## config.mk

```make
export PLATFORM = sky130hd
export DESIGN_NAME = lcd_seq_ctrl
export DESIGN_NICKNAME = d
export VERILOG_FILES = /design/src/rtl/lcd_pkg.sv /design/src/rtl/lcd_wait_cnt.sv /design/src/rtl/lcd_seq_ctrl.sv
export SDC_FILE = /design/constraint.sdc
export NUM_CORES = 1
export LEC_CHECK = 0
export CAP_MARGIN = 15
export CORE_UTILIZATION = 30
export CTS_BUF_LIST = sky130_fd_sc_hd__clkbuf_8
export DETAILED_ROUTE_END_ITERATION = 16
export PLACE_DENSITY = 0.5
export SLEW_MARGIN = 5
export SYNTH_ARGS = -nofsm -noshare
export SYNTH_HDL_FRONTEND = slang
export SYNTH_SLANG_ARGS = --single-unit
```

## constraint.sdc

```tcl
create_clock -name clk -period 7.5 [get_ports clk]
set_input_delay 0.75 -clock clk [delete_from_list [all_inputs] [get_ports clk]]
set_output_delay 0.75 -clock clk [all_outputs]
set_load 0.05 [all_outputs]
```

## src/rtl/lcd_pkg.sv

```systemverilog
// lcd_pkg: shared types and constants for the LCD sequencer and byte writer
package lcd_pkg;

    typedef enum logic [2:0] {
        S_IDLE,
        S_LOAD,
        S_ISSUE,
        S_WAIT_WR,
        S_DELAY,
        S_DONE
    } state_t;

    localparam logic [7:0] CMD_SET_DDRAM = 8'h80;
    localparam logic [7:0] ROW_BASE [0:3] = '{8'h00, 8'h40, 8'h14, 8'h54};
    localparam logic RS_CMD  = 1'b0;
    localparam logic RS_DATA = 1'b1;

    function automatic logic [7:0] ddram_cmd(input logic [1:0] row);
        return CMD_SET_DDRAM | ROW_BASE[row];
    endfunction

endpackage

```

## src/rtl/lcd_wait_cnt.sv

```systemverilog
// lcd_wait_cnt: loadable down-counter that stops at zero and flags it
module lcd_wait_cnt #(
    parameter int W = 8
) (
    input  logic         clk,
    input  logic         rst,
    input  logic         load,
    input  logic [W-1:0] load_val,
    output logic         zero
);

    logic [W-1:0] cnt_q;
    logic [W-1:0] cnt_d;

    // load has priority; otherwise count down and park at zero
    always_comb begin
        cnt_d = load ? load_val : (cnt_q != '0 ? cnt_q - 1'b1 : cnt_q);
    end

    // counter register
    always_ff @(posedge clk or posedge rst) begin
        if (rst) cnt_q <= '0;
        else     cnt_q <= cnt_d;
    end

    assign zero = (cnt_q == '0);

endmodule

```

## src/rtl/lcd_seq_ctrl.sv

```systemverilog
// lcd_seq_ctrl: walks an init command list or a text buffer into the LCD byte writer
module lcd_seq_ctrl
    import lcd_pkg::*;
#(
    parameter int COLS       = 16,
    parameter int ROWS       = 2,
    parameter int INIT_DEPTH = 16,
    parameter int SHORT_WAIT = 2000,
    parameter int LONG_WAIT  = 82000,
    localparam int IW = $clog2(INIT_DEPTH),
    localparam int TW = (ROWS * COLS > 1) ? $clog2(ROWS * COLS) : 1
) (
    input  logic          clk,
    input  logic          rst,
    input  logic          start,
    input  logic          mode,
    input  logic          abort,
    input  logic [IW-1:0] init_last,
    output logic [IW-1:0] init_idx,
    input  logic [7:0]    init_byte,
    input  logic          init_long,
    output logic [TW-1:0] text_idx,
    input  logic [7:0]    text_byte,
    output logic [7:0]    wr_data,
    output logic          wr_rs,
    output logic          wr_start,
    input  logic          wr_done,
    output logic          busy,
    output logic          done
);

    localparam int DW = $clog2((SHORT_WAIT > LONG_WAIT ? SHORT_WAIT : LONG_WAIT) + 1);
    localparam logic [DW-1:0] SHORT_LD = DW'(SHORT_WAIT - 1);
    localparam logic [DW-1:0] LONG_LD  = DW'(LONG_WAIT - 1);
    localparam logic [TW-1:0] TXT_LAST = TW'(ROWS * COLS - 1);
    localparam logic [4:0]    COL_LAST = 5'(COLS - 1);

    state_t        state_q, state_d;
    logic          mode_q, mode_d;
    logic          long_q, long_d;
    logic          addr_pend_q, addr_pend_d;
    logic [IW-1:0] init_last_q, init_last_d;
    logic [IW-1:0] init_idx_q, init_idx_d;
    logic [TW-1:0] text_idx_q, text_idx_d;
    logic [1:0]    row_q, row_d;
    logic [4:0]    col_q, col_d;
    logic [7:0]    wr_data_q, wr_data_d;
    logic          wr_rs_q, wr_rs_d;
    logic          wr_start_q, wr_start_d;
    logic          cnt_load;
    logic [DW-1:0] cnt_val;
    logic          cnt_zero;

    lcd_wait_cnt #(.W(DW)) u_wait (
        .clk      (clk),
        .rst      (rst),
        .load     (cnt_load),
        .load_val (cnt_val),
        .zero     (cnt_zero)
    );

    // next-state and datapath; abort overrides everything so indices hold
    always_comb begin
        state_d     = state_q;
        mode_d      = mode_q;
        long_d      = long_q;
        addr_pend_d = addr_pend_q;
        init_last_d = init_last_q;
        init_idx_d  = init_idx_q;
        text_idx_d  = text_idx_q;
        row_d       = row_q;
        col_d       = col_q;
        wr_data_d   = wr_data_q;
        wr_rs_d     = wr_rs_q;
        wr_start_d  = 1'b0;
        cnt_load    = 1'b0;
        cnt_val     = SHORT_LD;
        if (abort && state_q != S_IDLE) begin
            state_d = S_IDLE;
        end else begin
            case (state_q)
                S_IDLE: if (start) begin
                    mode_d      = mode;
                    init_last_d = init_last;
                    init_idx_d  = '0;
                    text_idx_d  = '0;
                    row_d       = '0;
                    col_d       = '0;
                    addr_pend_d = 1'b1;
                    state_d     = S_LOAD;
                end
                S_LOAD: state_d = S_ISSUE;
                S_ISSUE: begin
                    wr_start_d = 1'b1;
                    long_d     = init_long;
                    wr_data_d  = mode_q ? init_byte
                               : (addr_pend_q && col_q == '0) ? ddram_cmd(row_q) : text_byte;
                    wr_rs_d    = (mode_q || (addr_pend_q && col_q == '0)) ? RS_CMD : RS_DATA;
                    state_d    = S_WAIT_WR;
                end
                S_WAIT_WR: if (wr_done && !wr_start_q) begin
                    cnt_load = 1'b1;
                    cnt_val  = (mode_q && long_q) ? LONG_LD : SHORT_LD;
                    state_d  = S_DELAY;
                end
                S_DELAY: if (cnt_zero) begin
                    if (mode_q) begin
                        if (init_idx_q == init_last_q) state_d = S_DONE;
                        else begin
                            init_idx_d = init_idx_q + 1'b1;
                            state_d    = S_LOAD;
                        end
                    end else if (addr_pend_q) begin
                        addr_pend_d = 1'b0;
                        state_d     = S_LOAD;
                    end else if (text_idx_q == TXT_LAST) begin
                        state_d = S_DONE;
                    end else begin
                        text_idx_d  = text_idx_q + 1'b1;
                        state_d     = S_LOAD;
                        col_d       = (col_q == COL_LAST) ? 5'd0 : col_q + 1'b1;
                        row_d       = (col_q == COL_LAST) ? row_q + 1'b1 : row_q;
                        addr_pend_d = (col_q == COL_LAST);
                    end
                end
                S_DONE:  state_d = S_IDLE;
                default: state_d = S_IDLE;
            endcase
        end
    end

    // state and datapath registers
    always_ff @(posedge clk or posedge rst) begin
        if (rst) begin
            state_q     <= S_IDLE;
            mode_q      <= 1'b0;
            long_q      <= 1'b0;
            addr_pend_q <= 1'b0;
            init_last_q <= '0;
            init_idx_q  <= '0;
            text_idx_q  <= '0;
            row_q       <= '0;
            col_q       <= '0;
            wr_data_q   <= '0;
            wr_rs_q     <= 1'b0;
            wr_start_q  <= 1'b0;
        end else begin
            state_q     <= state_d;
            mode_q      <= mode_d;
            long_q      <= long_d;
            addr_pend_q <= addr_pend_d;
            init_last_q <= init_last_d;
            init_idx_q  <= init_idx_d;
            text_idx_q  <= text_idx_d;
            row_q       <= row_d;
            col_q       <= col_d;
            wr_data_q   <= wr_data_d;
            wr_rs_q     <= wr_rs_d;
            wr_start_q  <= wr_start_d;
        end
    end

    assign init_idx = init_idx_q;
    assign text_idx = text_idx_q;
    assign wr_data  = wr_data_q;
    assign wr_rs    = wr_rs_q;
    assign wr_start = wr_start_q;
    assign busy     = (state_q != S_IDLE);
    assign done     = (state_q == S_DONE);

endmodule
```

[Word level (Yosys, flattened, before mapping)]
Cells that the tools add are included.
Word-level totals
  bits in read-only memories: 0
  memory bits (writable): 0
  memories: 0
  output and inout bits: 21
  input port bits: 27
  latch bits: 0
  bits in registers: 53
Operators by class
  muxes and demuxes: 56
  $add $sub $neg: 5
  equal/unequal tests: 19
  reductions and logical operators: 20
  divide/modulo/power cells: 0
  shifts and indexed selects: 0
  $mul: 0
  magnitude comparators: 1
  bitwise gates (word level): 2
Operators by type and width (count)
  17-bit 2-to-1 mux: 6
  5-bit 2-to-1 mux: 10
  3-bit 2-to-1 mux: 8
  5-bit one-hot mux with 2 select lines: 2
  17-bit logical NOT: 1
  17-bit nonzero test: 1
  17-bit by 1-bit subtractor with 17-bit output, second input constant: 1
  8-bit binary-select mux with 2-bit select: 1
  4-bit 2-to-1 mux: 4
  8-bit 2-to-1 mux: 2
  2-bit inequality test, second input constant: 8
  3-bit one-hot mux with 5 select lines: 1
  7-bit 2-to-1 mux: 2
  2-bit 2-to-1 mux: 6
  1-bit 2-to-1 mux: 11
  5-bit by 1-bit adder with 5-bit output, second input constant: 2
  3-bit inequality test, second input constant: 3
  4-bit one-hot mux with 2 select lines: 1
  8-bit AND reduction: 1
  7-bit AND reduction: 1
  3-bit by 2-bit == test with 1-bit output, second input constant: 2
  3-bit == test, second input constant: 2
  3-bit AND reduction: 2
  6-bit AND reduction: 1
  other kinds (20): 24

[Longest topological paths before layout]
Gate-level depths: netlist of the first run.
  depth in word-level cells: 7
  mapped depth: 9
  depth with buffers taken out: 8

[Cells and area by module]
From an unflattened synthesis of the first run, not the netlist that was laid out.
Unflattened totals
  cells, all modules: 310
  area total of the unflattened synthesis: 2936.6 µm²
By module, submodules not included
  lcd_seq_ctrl: sequential area each 900.9 µm², cells each 214, area each 1980.6 µm², times used 1
  lcd_wait_cnt: sequential area each 425.4 µm², cells each 96, area each 955.9 µm², times used 1

[Worst setup path before layout of the first run]
No wires, ideal clock.
  path type: register to register
  from: register u_wait.cnt_q[0]
  to: register col_q[0]
  library setup time: 0.125 ns
  setup slack: 5.081 ns
  stages on the path, launching flop included: 10
  data required time: 7.375 ns
  arrival: 2.294 ns
  path through: dfrtp_1 > inv_1 > ha_1 > or4b_1 > or2_2 > clkbuf_2 > o21ai_4 > and2_4 > buf_12 > mux2_4
On the way
  cells in the longest elaborated chain, start to end: 3
Ends and longest elaborated chain
  start, declared: RTL line lcd_wait_cnt.sv:12  | logic [W-1:0] cnt_q;
  start signal, assigned: RTL line lcd_wait_cnt.sv:23  | else cnt_q <= cnt_d;
  17-bit logical NOT: RTL line lcd_wait_cnt.sv:26  | assign zero = (cnt_q == '0);
  2-bit inequality test (no source line)
  7-bit AND reduction (no source line)
  end signal, assigned: RTL line lcd_seq_ctrl.sv:156  | col_q <= col_d;
  end, declared: RTL line lcd_seq_ctrl.sv:46  | logic [4:0] col_q, col_d;
No other way between the ends.
A chain may end at the register's enable or synchronous reset.

[Worst setup path in the final report of the first run]
  from: register state_q[2]
  to: output done
On the way
  cells in the longest elaborated chain, start to end: 1
Ends and longest elaborated chain
  start, declared: RTL line lcd_seq_ctrl.sv:38  | state_t state_q, state_d;
  start signal, assigned: RTL line lcd_seq_ctrl.sv:148  | state_q <= state_d;
  3-bit == test: RTL line lcd_seq_ctrl.sv:169  | assign done = (state_q == S_DONE);
  end, declared: RTL line lcd_seq_ctrl.sv:29  | output logic done
No other way between the ends.

==> flow_metrics.py, run 1 <==
metrics = {
    "detailed_routing": {
        "drc_errors": 0,
        "first_pass_iters": 4,
        "drt_iter0_markers": 165,
        "drt-total-wl_um": 7150,
        "viasPerCell": 5.00,
        "routedWlPerCell_um": 15.0,
        "num_vias": 2383,
        "drtAntennaViolNets": 0,
    },
    "worst_setup_path": {
        "reg2reg_to": "text_idx[0]$_DFFE_PP0P_",
        "cp-startpoint": "state_q[2]$_DFFE_PP0P_",
        "crit_slowest_cell": "dfrtp_1",
        "crit_arrival_ns": 2.16,
        "critical_path.endpoint": "done",
        "worst-path-max-fanout": 21,
        "max_stage_delay_ns": 0.82,
        "worstSetupPathType": "register to output port",
        "r2r.worst_path.cells": 7,
        "ff2ff_setup_slack_ns": 4.94,
        "worstSetupEndpointType": "output port",
        "worstReg2RegStart": "u_wait.cnt_q[0]$_DFFE_PP0P_",
        "cp_cell_sequence": "nand2_1 -> nor2_1 -> clkdlybuf4s50_1",
        "critPathRequiredTime_ns": 6.75,
        "start_kind": "register",
    },
    "floorplan": {
        "die_width_um": 101,
        "die_area_um2": 10200,
        "die_y_um": 101,
        "rows": 35,
        "io_pins": 48,
        "initial_core_util_pct": 31.3,
        "core_area_um2": 9370,
    },
    "pwr": {
        "cellLeakagePower_uw": 0.00153,
        "total_power_uw": 1150,
        "ir_drop_uv": 90.2,
        "p_per_area_nw_per_um2": 316,
    },
    "synth": {
        "synth_edf_count": 0,
        "syn-num-nets": 336,
        "syn_area_um2": 2930,
        "netlist.area_leader.share_pct": 45.2,
        "synthTopCellsByCount": "dfrtp_1 (53), nand2_1 (44), nor2_1 (22)",
        "yosys_warnings": 0,
        "yosys.area.top_type": "dfrtp_1",
        "yosys-top-cells-area": "dfrtp_1 (45%), nand2_1 (5.6%), nor2_1 (2.8%)",
        "ys_seq_elements": 53,
        "synth_most_common_cell": "dfrtp_1",
        "synthCells": 303,
        "syn-mean-instance-area_um2": 9.68,
        "seq_area_frac_synth_pct": 45.2,
        "synthFlopType": "dfrtp_1",
        "ys_types": 59,
        "async_flop_share_pct": 100,
    },
    "clocking": {
        "cts_tree": "done",
        "post_cts_resized": 0,
        "htree_levels": 2,
        "clkTransAtPathRegs_ns": 0.10,
        "post_cts_buffers": 0,
        "cts_made_buffers": 5,
        "cts-root-buf": "clkbuf_8",
        "ctsHoldBuffers": 0,
        "clk_path_buf_depth": 2,
        "cts_sinks": 53,
        "clock_latency_ns": 0.31,
    },
    "hold_path": {
        "min_path_type": "register to register",
        "worstHoldPathCells": 2,
    },
    "timing": {
        "tns_ns": 0,
        "timing.final.crit_share_pct": 38.8,
        "skew_ns": 0.0106,
        "drv_slew": 0,
        "hold_viol": 0,
        "slew_headroom_pct": 25.9,
        "setup_violations": 0,
        "tightest_slew_ns": 1.10,
        "grt_setup_unrepaired": "no",
        "min_period_ns": 2.91,
        "max_freq_ghz": 0.344,
    },
    "final_layout": {
        "syn2layout_area_growth_pct": 23.8,
        "multi_input_area_um2": 1500,
        "seq_area_um2": 1330,
        "antennaDiodeCount": 0,
        "drive_gt1_share_pct": 10.1,
        "finalNetCount": 380,
        "n_fill_cell": 980,
    },
    "status": {
        "status": "finished clean",
    },
    "grt": {
        "grt_use_total_pct": 15.0,
        "grt_pass1_vias": 2325,
        "antenna_found_initial": 0,
        "grt_pass1_wl_um": 11800,
        "grt-ovfl-total": 0,
        "grt_max_degree": 54,
    },
    "placement": {
        "gp_congestion": 0.769,
        "dp_hpwl_um": 4790,
        "numPortBuffers": 47,
    },
    "job": {
        "maxCapViolCount": 0,
    },
}
## final cells by class
class | instances | share of cell area (%)
inverters | 9 | 0.930
clock buffers | 6 | 2.27
clock inverters | 2 | 1.03
multi-input cells | 228 | 41.2
flip-flops and latches | 53 | 36.5
well taps | 129 | 4.45
repair buffers | 50 | 13.6
## report_power, final
group	switching (µW)	leakage (µW)	total, µW	internal [µW]
Combinational	271	0.000805	461	190
Clock	99.6	0.0000574	208	109
Sequential	104	0.000672	480	376
Total	475	0.00153	1150	674
## worst min-delay path by stage
stage | startpoint | end | slack, ns
2_1_floorplan | long_q$_DFFE_PP0P_ | long_q$_DFFE_PP0P_ | 0.46
3_3_place_gp | wr_rs$_DFFE_PP0P_ | wr_rs$_DFFE_PP0P_ | 0.46
3_5_place_dp | wr_data[1]$_DFFE_PP0P_ | wr_data[1]$_DFFE_PP0P_ | 0.47
4_1_cts | wr_data[1]$_DFFE_PP0P_ | wr_data[1]$_DFFE_PP0P_ | 0.50
5_1_grt | wr_data[1]$_DFFE_PP0P_ | wr_data[1]$_DFFE_PP0P_ | 0.52
6_report | wr_data[1]$_DFFE_PP0P_ | wr_data[1]$_DFFE_PP0P_ | 0.49
## metal layers
| layer | up-vias | track usage [%] | wire (µm) |
|---|---|---|---|
| met1 | 1146 | 21.1 | 3570 |
| met4 | 0 | 5.46 | 91 |
| li1 | 1175 | - | - |
| met2 | 55 | 23.4 | 3210 |
| met5 | - | 0 | 0 |
| met3 | 7 | 1.94 | 278 |
## per-stage QoR
step                utilization (%)  setup slack [ns]  instance area (µm²)  cells  hold WS, ns
global route                   38.7              4.48                 3630    477        0.523
global placement               37.5              4.56                 3510    469        0.462
finish                         38.7              4.59                 3630    477        0.490
floorplan                         -              5.08                 2930    303        0.461
CTS                            38.7              4.60                 3630    477        0.496
detailed placement             37.5              4.54                 3510    469        0.472
## sequential cells by signal, indices dropped and copies added (netlist names), 2 cells and up
register and cells:
text_idx 5, row_q 2, col_q 5, wr_data 8, state_q 3, init_last_q 4
init_idx 4, u_wait.cnt_q 17
## cells by family (layout without fill, tap and decap cells)
| kind of cell | Yosys count | after routing | share of synthesized area, % |
|---|---|---|---|
| buffers and inverters | 22 | 67 | 3.80 |
| AO/OA/AOI/OAI | 64 | 64 | 15.3 |
| XOR/XNOR | 15 | 15 | 4.48 |
| flip-flops | 53 | 53 | 45.2 |
| adder cells (fa/ha/maj) | 6 | 6 | 2.56 |
| multiplexers | 14 | 14 | 5.63 |
| AND/OR/NAND/NOR | 129 | 129 | 23.1 |
## critical path, delay by kind of cell, from the launching register on
family,cells,cell delay [ns]
buf+inv,1,0.81
flops,1,0.82
simple gates,2,0.21
## cell usage in the layout, fill, tap and decap left out, types with 8 or more instances in the layout
cell / synthesis / final
a21oi_1: 12 / 12
clkdlybuf4s50_1: 0 / 47
dfrtp_1: 53 / 53
inv_1: 9 / 8
nand2_1: 44 / 44
nor2_1: 22 / 22
o21ai_0: 15 / 15
or3_1: 9 / 9
xor2_1: 8 / 8
No activity file was read; power rests on OpenSTA's default activity.
==> inputs of run 2 (changes only) <==
==> constraint.sdc (replaced) <==
create_clock -name clk -period 2.8 [get_ports clk]
set_input_delay 0.28 -clock clk [delete_from_list [all_inputs] [get_ports clk]]
set_output_delay 0.28 -clock clk [all_outputs]
set_load 0.05 [all_outputs]
==> run 2 against run 1 <==
Effect of this change: final cell count increased by 2.5%; clock-buffer cell count fell by 1; worst setup slack worse by 4.3 ns; clock skew is 0.0045 ns lower; die area unchanged; via count is 1.3% higher; non-clock buffer count is 12 higher; combinational power increased to 3.0 times the previous value; sequential cell count unchanged; critical path depth is 4 higher; global-route usage is 0.33 points higher; largest cell class unchanged; highest routed layer unchanged.
==> flow_metrics.py, run 2 (synthesis gave the netlist of run 1 again) <==
metrics = {
    "detailed_routing": {
        "viasPerCell": 4.93,
        "num_vias": 2413,
        "drtAntennaViolNets": 0,
        "first_pass_iters": 4,
        "routedWlPerCell_um": 15.0,
        "drt_iter0_markers": 129,
        "drt-total-wl_um": 7330,
        "drc_errors": 0,
    },
    "status": {
        "status": "finished clean",
    },
    "clocking": {
        "cts_made_buffers": 5,
        "clk_path_buf_depth": 2,
        "ctsHoldBuffers": 0,
        "cts_sinks": 53,
        "post_cts_resized": 0,
        "clock_latency_ns": 0.31,
        "htree_levels": 2,
        "cts_tree": "done",
        "post_cts_buffers": 0,
        "clkTransAtPathRegs_ns": 0.10,
        "cts-root-buf": "clkbuf_8",
    },
    "worst_setup_path": {
        "start_kind": "register",
        "critPathRequiredTime_ns": 3.00,
        "ff2ff_setup_slack_ns": 0.30,
        "worstSetupEndpointType": "register",
        "worst-path-max-fanout": 8,
        "worstSetupPathType": "register to register",
        "worstReg2RegStart": "u_wait.cnt_q[0]$_DFFE_PP0P_",
        "crit_arrival_ns": 2.70,
        "r2r.worst_path.cells": 7,
        "reg2reg_to": "text_idx[4]$_DFFE_PP0P_",
    },
    "floorplan": {
        "rows": 35,
        "initial_core_util_pct": 31.3,
        "core_area_um2": 9370,
        "die_width_um": 101,
        "die_area_um2": 10200,
        "io_pins": 48,
        "die_y_um": 101,
    },
    "pwr": {
        "combPwrFrac_pct": 43.6,
        "ir_drop_uv": 278,
        "seq_power_share_pct": 39.4,
        "p_sw_share_pct": 41.3,
        "p_per_area_nw_per_um2": 843,
        "power_switching_uw": 1290,
        "cellLeakagePower_uw": 0.00160,
        "p_clk_share_pct": 17.0,
        "internal-power_uw": 1840,
        "total_power_uw": 3130,
    },
    "timing": {
        "drv_slew": 0,
        "grt_setup_unrepaired": "no",
        "timing.final.crit_share_pct": 89.3,
        "tns_ns": 0,
        "hold_viol": 0,
        "skew_ns": 0.00608,
        "tightest_slew_ns": 0.644,
        "layout_setup_ws_ns": 0.301,
        "max_freq_ghz": 0.400,
        "setup_violations": 0,
        "slew_headroom_pct": 56.7,
        "min_period_ns": 2.50,
    },
    "hold_path": {
        "min_path_type": "input pin to asynchronous set/reset pin",
    },
    "grt": {
        "grt_max_degree": 26,
        "antenna_found_initial": 0,
        "grt-ovfl-total": 0,
        "grt_pass1_wl_um": 12100,
        "grt_pass1_vias": 2307,
        "grt_use_total_pct": 15.3,
    },
    "final_layout": {
        "largest_reg_flops": 17,
        "syn2layout_area_growth_pct": 26.5,
        "largest-register": "u_wait.cnt_q",
        "antennaDiodeCount": 0,
        "layout_common_cells": "dfrtp_1 (53), clkdlybuf4s50_1 (47), nand2_1 (44)",
        "finalNetCount": 392,
        "final_common_cell": "dfrtp_1",
        "drive_gt1_share_pct": 12.8,
        "n_fill_cell": 962,
        "stdcell_area_um2": 3710,
    },
    "placement": {
        "gp_congestion": 0.792,
        "dp_slack_ns": 0.313,
        "numPortBuffers": 47,
        "dp_hpwl_um": 5320,
        "place_area_um2": 3600,
    },
    "job": {
        "maxCapViolCount": 0,
    },
}
## run 2: changes by cell type in the layout (fill, tap and decap cells not counted), sizes merged
cell,before,now
clkbuf,6,5
clkinv,0,1
inv,9,10
buf,3,15
clkinvlp,1,0
## run 2: worst max-delay path, stage by stage (launching register included)
cell     delay, ns
dfrtp_1       0.39
inv_1         0.09
ha_1          0.21
or4b_1        0.51
or2_2         0.39
o21ai_4       0.24
and2_4        0.26
mux2_4        0.31
## run 2: how the worst max path moves through the flow
stage                           startpoint                           end  slack, ns
3_3_place_gp                         abort          row_q[1]$_DFFE_PP0P_       0.35
5_1_grt        u_wait.cnt_q[0]$_DFFE_PP0P_  u_wait.cnt_q[14]$_DFFE_PP0P_       0.16
2_1_floorplan  u_wait.cnt_q[0]$_DFFE_PP0P_          col_q[0]$_DFFE_PP0P_       0.38
6_report       u_wait.cnt_q[0]$_DFFE_PP0P_       text_idx[4]$_DFFE_PP0P_       0.30
3_5_place_dp   u_wait.cnt_q[0]$_DFFE_PP0P_       text_idx[4]$_DFFE_PP0P_       0.31
4_1_cts        u_wait.cnt_q[0]$_DFFE_PP0P_          col_q[0]$_DFFE_PP0P_       0.30
## run 2: layout make-up
class / count / area, µm² / area share [%]
clock inverters: 3 / 42.5 / 1.15
repair buffers: 62 / 583 / 15.7
multi-input cells: 228 / 1500 / 40.3
well taps: 129 / 161 / 4.35
clock buffers: 5 / 68.8 / 1.85
flip-flops and latches: 53 / 1330 / 35.7
inverters: 9 / 33.8 / 0.910
## run 2: per-stage QoR
step           instances  hold WS, ns  utilization [%]
2_1_floorplan        303        0.353                -
3_3_place_gp         481        0.464             38.4
3_5_place_dp         481        0.470             38.4
4_1_cts              489        0.361             39.6
5_1_grt              489        0.388             39.6
6_report             489        0.334             39.6
## run 2: power groups by stage
stage | logic [µW] | clock network (µW) | registers, µW
6_report | 1370 | 532 | 1230
5_1_grt | 1500 | 582 | 1270
4_1_cts | 1380 | 550 | 1230
3_5_place_dp | 1380 | 0 | 1240
3_3_place_gp | 1370 | 0 | 1240
2_1_floorplan | 764 | 0 | 1410
## run 2: per-layer routing
layer | wire [µm] | track usage [%]
met4 | 64 | 3.68
met5 | 0 | 0
met1 | 3840 | 22.8
met2 | 3170 | 23.0
met3 | 259 | 2.36
==> inputs of run 3 (changes only) <==
--- a/config.mk
+++ b/config.mk
@@ -10,6 +10,7 @@
 export CTS_BUF_LIST = sky130_fd_sc_hd__clkbuf_8
 export DETAILED_ROUTE_END_ITERATION = 16
 export PLACE_DENSITY = 0.5
+export SKIP_LAST_GASP = 1
 export SLEW_MARGIN = 5
 export SYNTH_ARGS = -nofsm -noshare
 export SYNTH_HDL_FRONTEND = slang
==> results of run 3 <==
The final DEF is identical to that of run 2; final timing and power are the same.
